### config.mk
export PLATFORM = sky130hd
export DESIGN_NAME = pong_game_ctrl
export DESIGN_NICKNAME = d
export VERILOG_FILES = /design/src/rtl/pong_pkg.sv /design/src/rtl/pong_btn_edge.sv /design/src/rtl/pong_game_ctrl.sv
export SDC_FILE = /design/constraint.sdc
export NUM_CORES = 1
export LEC_CHECK = 0
export CAP_MARGIN = 20
export CORE_AREA = 3 3 55 57
export CTS_BUF_LIST = sky130_fd_sc_hd__clkbuf_4
export CTS_CLUSTER_SIZE = 20
export DETAILED_ROUTE_END_ITERATION = 8
export DIE_AREA = 0 0 58 60
export PLACE_DENSITY = 0.7
export SETUP_SLACK_MARGIN = 0.15
export SLEW_MARGIN = 25
export SYNTH_ARGS = -nofsm -noshare
export SYNTH_HDL_FRONTEND = slang
export SYNTH_HIERARCHICAL = 1
export SYNTH_SLANG_ARGS = --single-unit
### constraint.sdc
create_clock -name clk -period 4.3 [get_ports clk]
set_input_delay 0.645 -clock clk [delete_from_list [all_inputs] [get_ports clk]]
set_output_delay 0.645 -clock clk [all_outputs]
set_load 0.01 [all_outputs]
### src/rtl/pong_pkg.sv
// Pong game controller shared types.
// State encoding, pause codes and winner codes.
package pong_pkg;

  typedef enum logic [2:0] {
    ST_IDLE,
    ST_SERVE,
    ST_PLAY,
    ST_POINT,
    ST_OVER
  } state_t;

  localparam logic [1:0] PAUSE_PLAY = 2'b00;
  localparam logic [1:0] PAUSE_IDLE = 2'b01;
  localparam logic [1:0] PAUSE_HOLD = 2'b10;
  localparam logic [1:0] PAUSE_OVER = 2'b11;

  localparam logic [1:0] WIN_NONE  = 2'b00;
  localparam logic [1:0] WIN_LEFT  = 2'b01;
  localparam logic [1:0] WIN_RIGHT = 2'b10;

endpackage

### src/rtl/pong_btn_edge.sv
// Rising-edge detector for one debounced button.
// Pulse is high in the first cycle the level is seen high.
module pong_btn_edge (
  input  logic clk,
  input  logic reset,
  input  logic i_btn,
  output logic o_rise
);

  logic r_prev;

  // Remember last cycle's button level.
  always_ff @(posedge clk or posedge reset) begin
    if (reset) r_prev <= 1'b0;
    else       r_prev <= i_btn;
  end

  assign o_rise = i_btn & ~r_prev;

endmodule

### src/rtl/pong_game_ctrl.sv
// Pong game state controller: serve, play, point, game-over.
// Optional macro PONG_AUTO_RESTART_EN: OVER times out to IDLE.
module pong_game_ctrl
  import pong_pkg::*;
#(
  parameter int WIN_SCORE    = 7,
  parameter int SERVE_FRAMES = 120,
  parameter int POINT_FRAMES = 60,
  parameter int OVER_FRAMES  = 240
) (
  input  logic       clk,
  input  logic       reset,
  input  logic       btn_left,
  input  logic       btn_right,
  input  logic       frame_tick,
  input  logic       miss_left,
  input  logic       miss_right,
  output logic [5:0] score,
  output logic [1:0] pause,
  output logic       ball_rst,
  output logic       ball_en,
  output logic [1:0] winner
);

  localparam logic [2:0] LP_WIN        = 3'(WIN_SCORE);
  localparam logic [7:0] LP_SERVE_LAST = 8'(SERVE_FRAMES - 1);
  localparam logic [7:0] LP_POINT_LAST = 8'(POINT_FRAMES - 1);

  state_t     r_state;
  state_t     w_state_nxt;
  logic [7:0] r_cnt;
  logic [2:0] r_sl;
  logic [2:0] r_sr;
  logic [2:0] w_sl_nxt;
  logic [2:0] w_sr_nxt;
  logic [2:0] w_sl_inc;
  logic [2:0] w_sr_inc;
  logic [1:0] r_win;
  logic [1:0] w_win_nxt;
  logic       w_rise_l;
  logic       w_rise_r;
  logic       w_press;
  logic       w_over_to;

  pong_btn_edge u_edge_l (
    .clk    (clk),
    .reset  (reset),
    .i_btn  (btn_left),
    .o_rise (w_rise_l)
  );

  pong_btn_edge u_edge_r (
    .clk    (clk),
    .reset  (reset),
    .i_btn  (btn_right),
    .o_rise (w_rise_r)
  );

  assign w_press = w_rise_l | w_rise_r;

`ifdef PONG_AUTO_RESTART_EN
  localparam logic [7:0] LP_OVER_LAST = 8'(OVER_FRAMES - 1);
  assign w_over_to = frame_tick && (r_cnt == LP_OVER_LAST);
`else
  // No timeout; OVER_FRAMES is always >= 1, so this stays low.
  assign w_over_to = (OVER_FRAMES == 0);
`endif

  // Scores saturate at the winning value.
  assign w_sl_inc = (r_sl == LP_WIN) ? r_sl : r_sl + 3'd1;
  assign w_sr_inc = (r_sr == LP_WIN) ? r_sr : r_sr + 3'd1;

  // Next state, next score and next winner.
  always_comb begin
    w_state_nxt = r_state;
    w_sl_nxt    = r_sl;
    w_sr_nxt    = r_sr;
    w_win_nxt   = r_win;
    unique case (r_state)
      ST_IDLE: begin
        if (w_press) begin
          w_sl_nxt    = 3'd0;
          w_sr_nxt    = 3'd0;
          w_win_nxt   = WIN_NONE;
          w_state_nxt = ST_SERVE;
        end
      end
      ST_SERVE: begin
        if (frame_tick && r_cnt == LP_SERVE_LAST)
          w_state_nxt = ST_PLAY;
      end
      ST_PLAY: begin
        if (miss_left && miss_right) begin
          w_state_nxt = ST_POINT;
        end else if (miss_left) begin
          w_sr_nxt = w_sr_inc;
          if (w_sr_inc == LP_WIN) begin
            w_win_nxt   = WIN_RIGHT;
            w_state_nxt = ST_OVER;
          end else begin
            w_state_nxt = ST_POINT;
          end
        end else if (miss_right) begin
          w_sl_nxt = w_sl_inc;
          if (w_sl_inc == LP_WIN) begin
            w_win_nxt   = WIN_LEFT;
            w_state_nxt = ST_OVER;
          end else begin
            w_state_nxt = ST_POINT;
          end
        end
      end
      ST_POINT: begin
        if (frame_tick && r_cnt == LP_POINT_LAST)
          w_state_nxt = ST_SERVE;
      end
      ST_OVER: begin
        if (w_press || w_over_to)
          w_state_nxt = ST_IDLE;
      end
      default: w_state_nxt = ST_IDLE;
    endcase
  end

  // State, score and winner registers.
  always_ff @(posedge clk or posedge reset) begin
    if (reset) begin
      r_state <= ST_IDLE;
      r_sl    <= 3'd0;
      r_sr    <= 3'd0;
      r_win   <= WIN_NONE;
    end else begin
      r_state <= w_state_nxt;
      r_sl    <= w_sl_nxt;
      r_sr    <= w_sr_nxt;
      r_win   <= w_win_nxt;
    end
  end

  // Frame counter: clears on state entry, saturates at 255.
  always_ff @(posedge clk or posedge reset) begin
    if (reset)
      r_cnt <= 8'd0;
    else if (w_state_nxt != r_state)
      r_cnt <= 8'd0;
    else if (frame_tick && r_cnt != 8'hFF)
      r_cnt <= r_cnt + 8'd1;
  end

  // Moore decode of status outputs from the state register.
  always_comb begin
    pause    = PAUSE_IDLE;
    ball_rst = 1'b1;
    ball_en  = 1'b0;
    unique case (r_state)
      ST_IDLE:  pause = PAUSE_IDLE;
      ST_SERVE: pause = PAUSE_HOLD;
      ST_PLAY: begin
        pause    = PAUSE_PLAY;
        ball_rst = 1'b0;
        ball_en  = 1'b1;
      end
      ST_POINT: pause = PAUSE_HOLD;
      ST_OVER:  pause = PAUSE_OVER;
      default:  pause = PAUSE_IDLE;
    endcase
  end

  assign score  = {r_sl, r_sr};
  assign winner = r_win;

endmodule

==> run metrics <==
post-synthesis register bit count 21; Clk Latency, worst-skew pair roughly 0.30 ns; largest cells by area after synthesis dfrtp_1 41%, a2111oi_4 4.2%, o21ai_0 3.9%; Detailed Place HPWL 2020 um; crit path DAT roughly 2.1 ns; Hold Buf Count CTS 0; antenna viol nets, final 0; post-synthesis sequential area ratio about two fifths; crit path max fanout 12; Initial DRT Pass Iterations 4; Placed Instances around 180; DR DRC count 0; CTS sink count 21; max-cap violation count 0; RSZ-0062 raised after global routing no; Slew Limit Fails 0; row count 18; Leakage ~0.6 nW; reg2reg path depth 6; Synth cell types 45; status complete, no violations; HP Class in2async; cts repair resizes 0; Slew headroom approximately half; DRT Wirelength ~2600 um; number of global-route vias before repair 1,009; Synth Instances approximately 130; fmax about 360 MHz; non-filler cells, final around 180; largest net degree at the start of global routing 20; grt ovf 0; CP Cell Sequence or3b_1 > inv_1 > clkdlybuf4s50_1; first-pass GRT wire length 4620 um; Worst EP required approximately 3.7 ns; routability cong. roughly 0.84; Post-Syn Area approximately 1300 um2; 1st-iter DRT viols 46; core box area about 2500 um2; Peak VDD IR between 200 and 250 uV; I/O Pins 19; Final Setup Violations 0; fin nets 163; Yosys top cell by area dfrtp_1; Yosys top cell area share 40.5%; Wirelength per Cell between 10 and 15 um; power density over the cells between 300 and 400 nW/um2; routed vias approximately 1,100; reg2reg start r_sl[0]$_DFFE_PP0P_; CP peak stage delay about 0.57 ns; Area Growth Syn to Fin 17.5%; startpoint types register; CP max-delay cell dfrtp_1; Max clock buf depth 2; crit path kind reg2out; clock skew 0.00981 ns; clock buffer count from CTS 3; die area between 3000 and 4000 um2; # Post-CTS Setup Buffers 0; initial antenna violation count 0; capture point of the worst reg-to-reg path r_cnt[0]$_DFFE_PP0P_; Worst-Margin Slew 0.744 ns; Initial Util ~50%; r2r setup slk between 2 and 2.5 ns; Sum Neg Setup Slack 0 ns; I/O Buffers 18; min cycle time layout about 2.8 ns; Fin. Hold Viols 0; Vias per Instance roughly 6; syn_area_per_cell approximately 10 um2; share of cells above drive strength 1 roughly 11%; CTS tree done; All-Layer GR Usage 17.4%; CTS H-tree depth 1; DIE WIDTH 58 um; Worst-path clk slew 0.11 ns; antenna cells 0; synth warn 6; final critical-path share of the clock period between 60% and 70%; Die Height approximately 60 um; Worst setup EP type primary output; syn_nets between 100 and 150; CTS Root Cell clkbuf_4
## final cells by class
cell class / count / area, um2
clock buffers: 4 / 30.0
inverters: 8 / 30.0
fillers: 224 / 998
well taps: 30 / 37.5
repair buffers: 18 / 180
multi-input cells: 101 / 721
flip-flops and latches: 21 / 526
## layer usage
layer	share of wire (%)	up-vias	track usage, %	routed length, um
met2	45	19	26.3	1190
met4	0.87	0	5.63	23
met3	4.5	2	5.18	119
li1	-	536	-	-
met5	0	-	0	0
met1	49	512	23.8	1300
## worst max path at each step
stage                    startpoint  cells after the start                   end  slack, ns
2_1_floorplan   r_sl[0]$_DFFE_PP0P_                      6  r_cnt[0]$_DFFE_PP0P_       2.44
3_3_place_gp             frame_tick                      5  r_cnt[1]$_DFFE_PP0P_       1.78
3_5_place_dp             frame_tick                      5  r_cnt[0]$_DFFE_PP0P_       1.77
4_1_cts        r_state[1]$_DFF_PP0_                      3               ball_en       1.52
5_1_grt        r_state[1]$_DFF_PP0_                      3               ball_en       1.38
6_report       r_state[1]$_DFF_PP0_                      3               ball_en       1.52
## registers in the layout, indices dropped and copies added (netlist names)
| register | cells |
|---|---|
| r_sr | 3 |
| r_state | 3 |
| u_edge_r/r_prev | 1 |
| r_sl | 3 |
| winner | 2 |
| r_cnt | 8 |
| u_edge_l/r_prev | 1 |
## per-stage QoR
step	hold slack [ns]	worst slack [ns]	cell area (um2)	total power [mW]	util [%]
2_1_floorplan	0.374	2.44	1300	0.357	-
3_3_place_gp	0.508	1.78	1490	0.413	59.2
3_5_place_dp	0.526	1.77	1490	0.417	59.2
4_1_cts	0.514	1.52	1520	0.516	60.4
5_1_grt	0.513	1.38	1520	0.547	60.4
6_report	0.521	1.52	1520	0.509	60.4
## layout by cell type (no fill, tap or decap), types with 2 or more instances in the layout
cell / synthesis / layout
dfrtp_1: 21 / 21
clkdlybuf4s50_1: 0 / 18
nand2_1: 11 / 11
nor2_1: 11 / 11
o21ai_0: 10 / 10
nor3_1: 8 / 8
inv_1: 8 / 8
nand3_1: 6 / 6
nand4_1: 5 / 5
xor2_1: 4 / 4
clkbuf_4: 0 / 4
mux2i_1: 3 / 3
a21oi_1: 3 / 3
ha_1: 3 / 3
nand4b_1: 2 / 2
nand4bb_1: 2 / 2
o211ai_1: 2 / 2
a31oi_1: 2 / 2
a2111oi_4: 2 / 2
nor2b_4: 2 / 2
## critical path: cells and delay by family (launching register included)
kind,cells,cell delay [ns]
buf+inv,2,0.73
flops,1,0.57
simple gates,1,0.53
## cells by family after synthesis
kind of cell / Yosys count / share of synthesized area (%)
buffers and inverters: 11 / 3.95
adders and majority gates: 3 / 2.89
muxes: 3 / 2.31
DFF: 21 / 40.5
AOI/OAI and AO/OA: 31 / 20.3
and+or+nand+nor: 59 / 26.7
xor gates and xnor gates: 5 / 3.37
## power breakdown
| group | switching (mW) | leakage (nW) | internal (mW) |
|---|---|---|---|
| Clock | 0.0544 | 0.0184 | 0.0425 |
| Sequential | 0.0421 | 0.275 | 0.231 |
| Combinational | 0.0665 | 0.313 | 0.0725 |
| Total | 0.163 | 0.607 | 0.346 |
## synth_stat cells, drive strengths merged
library cell / number
a2111oi: 2
a21boi: 1
a21oi: 3
a22oi: 2
a31oi: 3
a32o: 1
a32oi: 1
and4: 1
buf: 3
dfrtp: 21
ha: 3
inv: 8
mux2i: 3
nand2: 11
nand2b: 1
nand3: 6
nand4: 5
nand4b: 2
nand4bb: 2
nor2: 12
nor2b: 3
nor3: 8
nor4: 2
o211a: 1
o211ai: 2
o21ai: 11
o21bai: 1
o221ai: 1
o22a: 1
o22ai: 1
or2: 1
or2b: 1
or3: 1
or3b: 1
or4: 2
xnor2: 1
xor2: 4
Power figures use the tool's default switching activity.
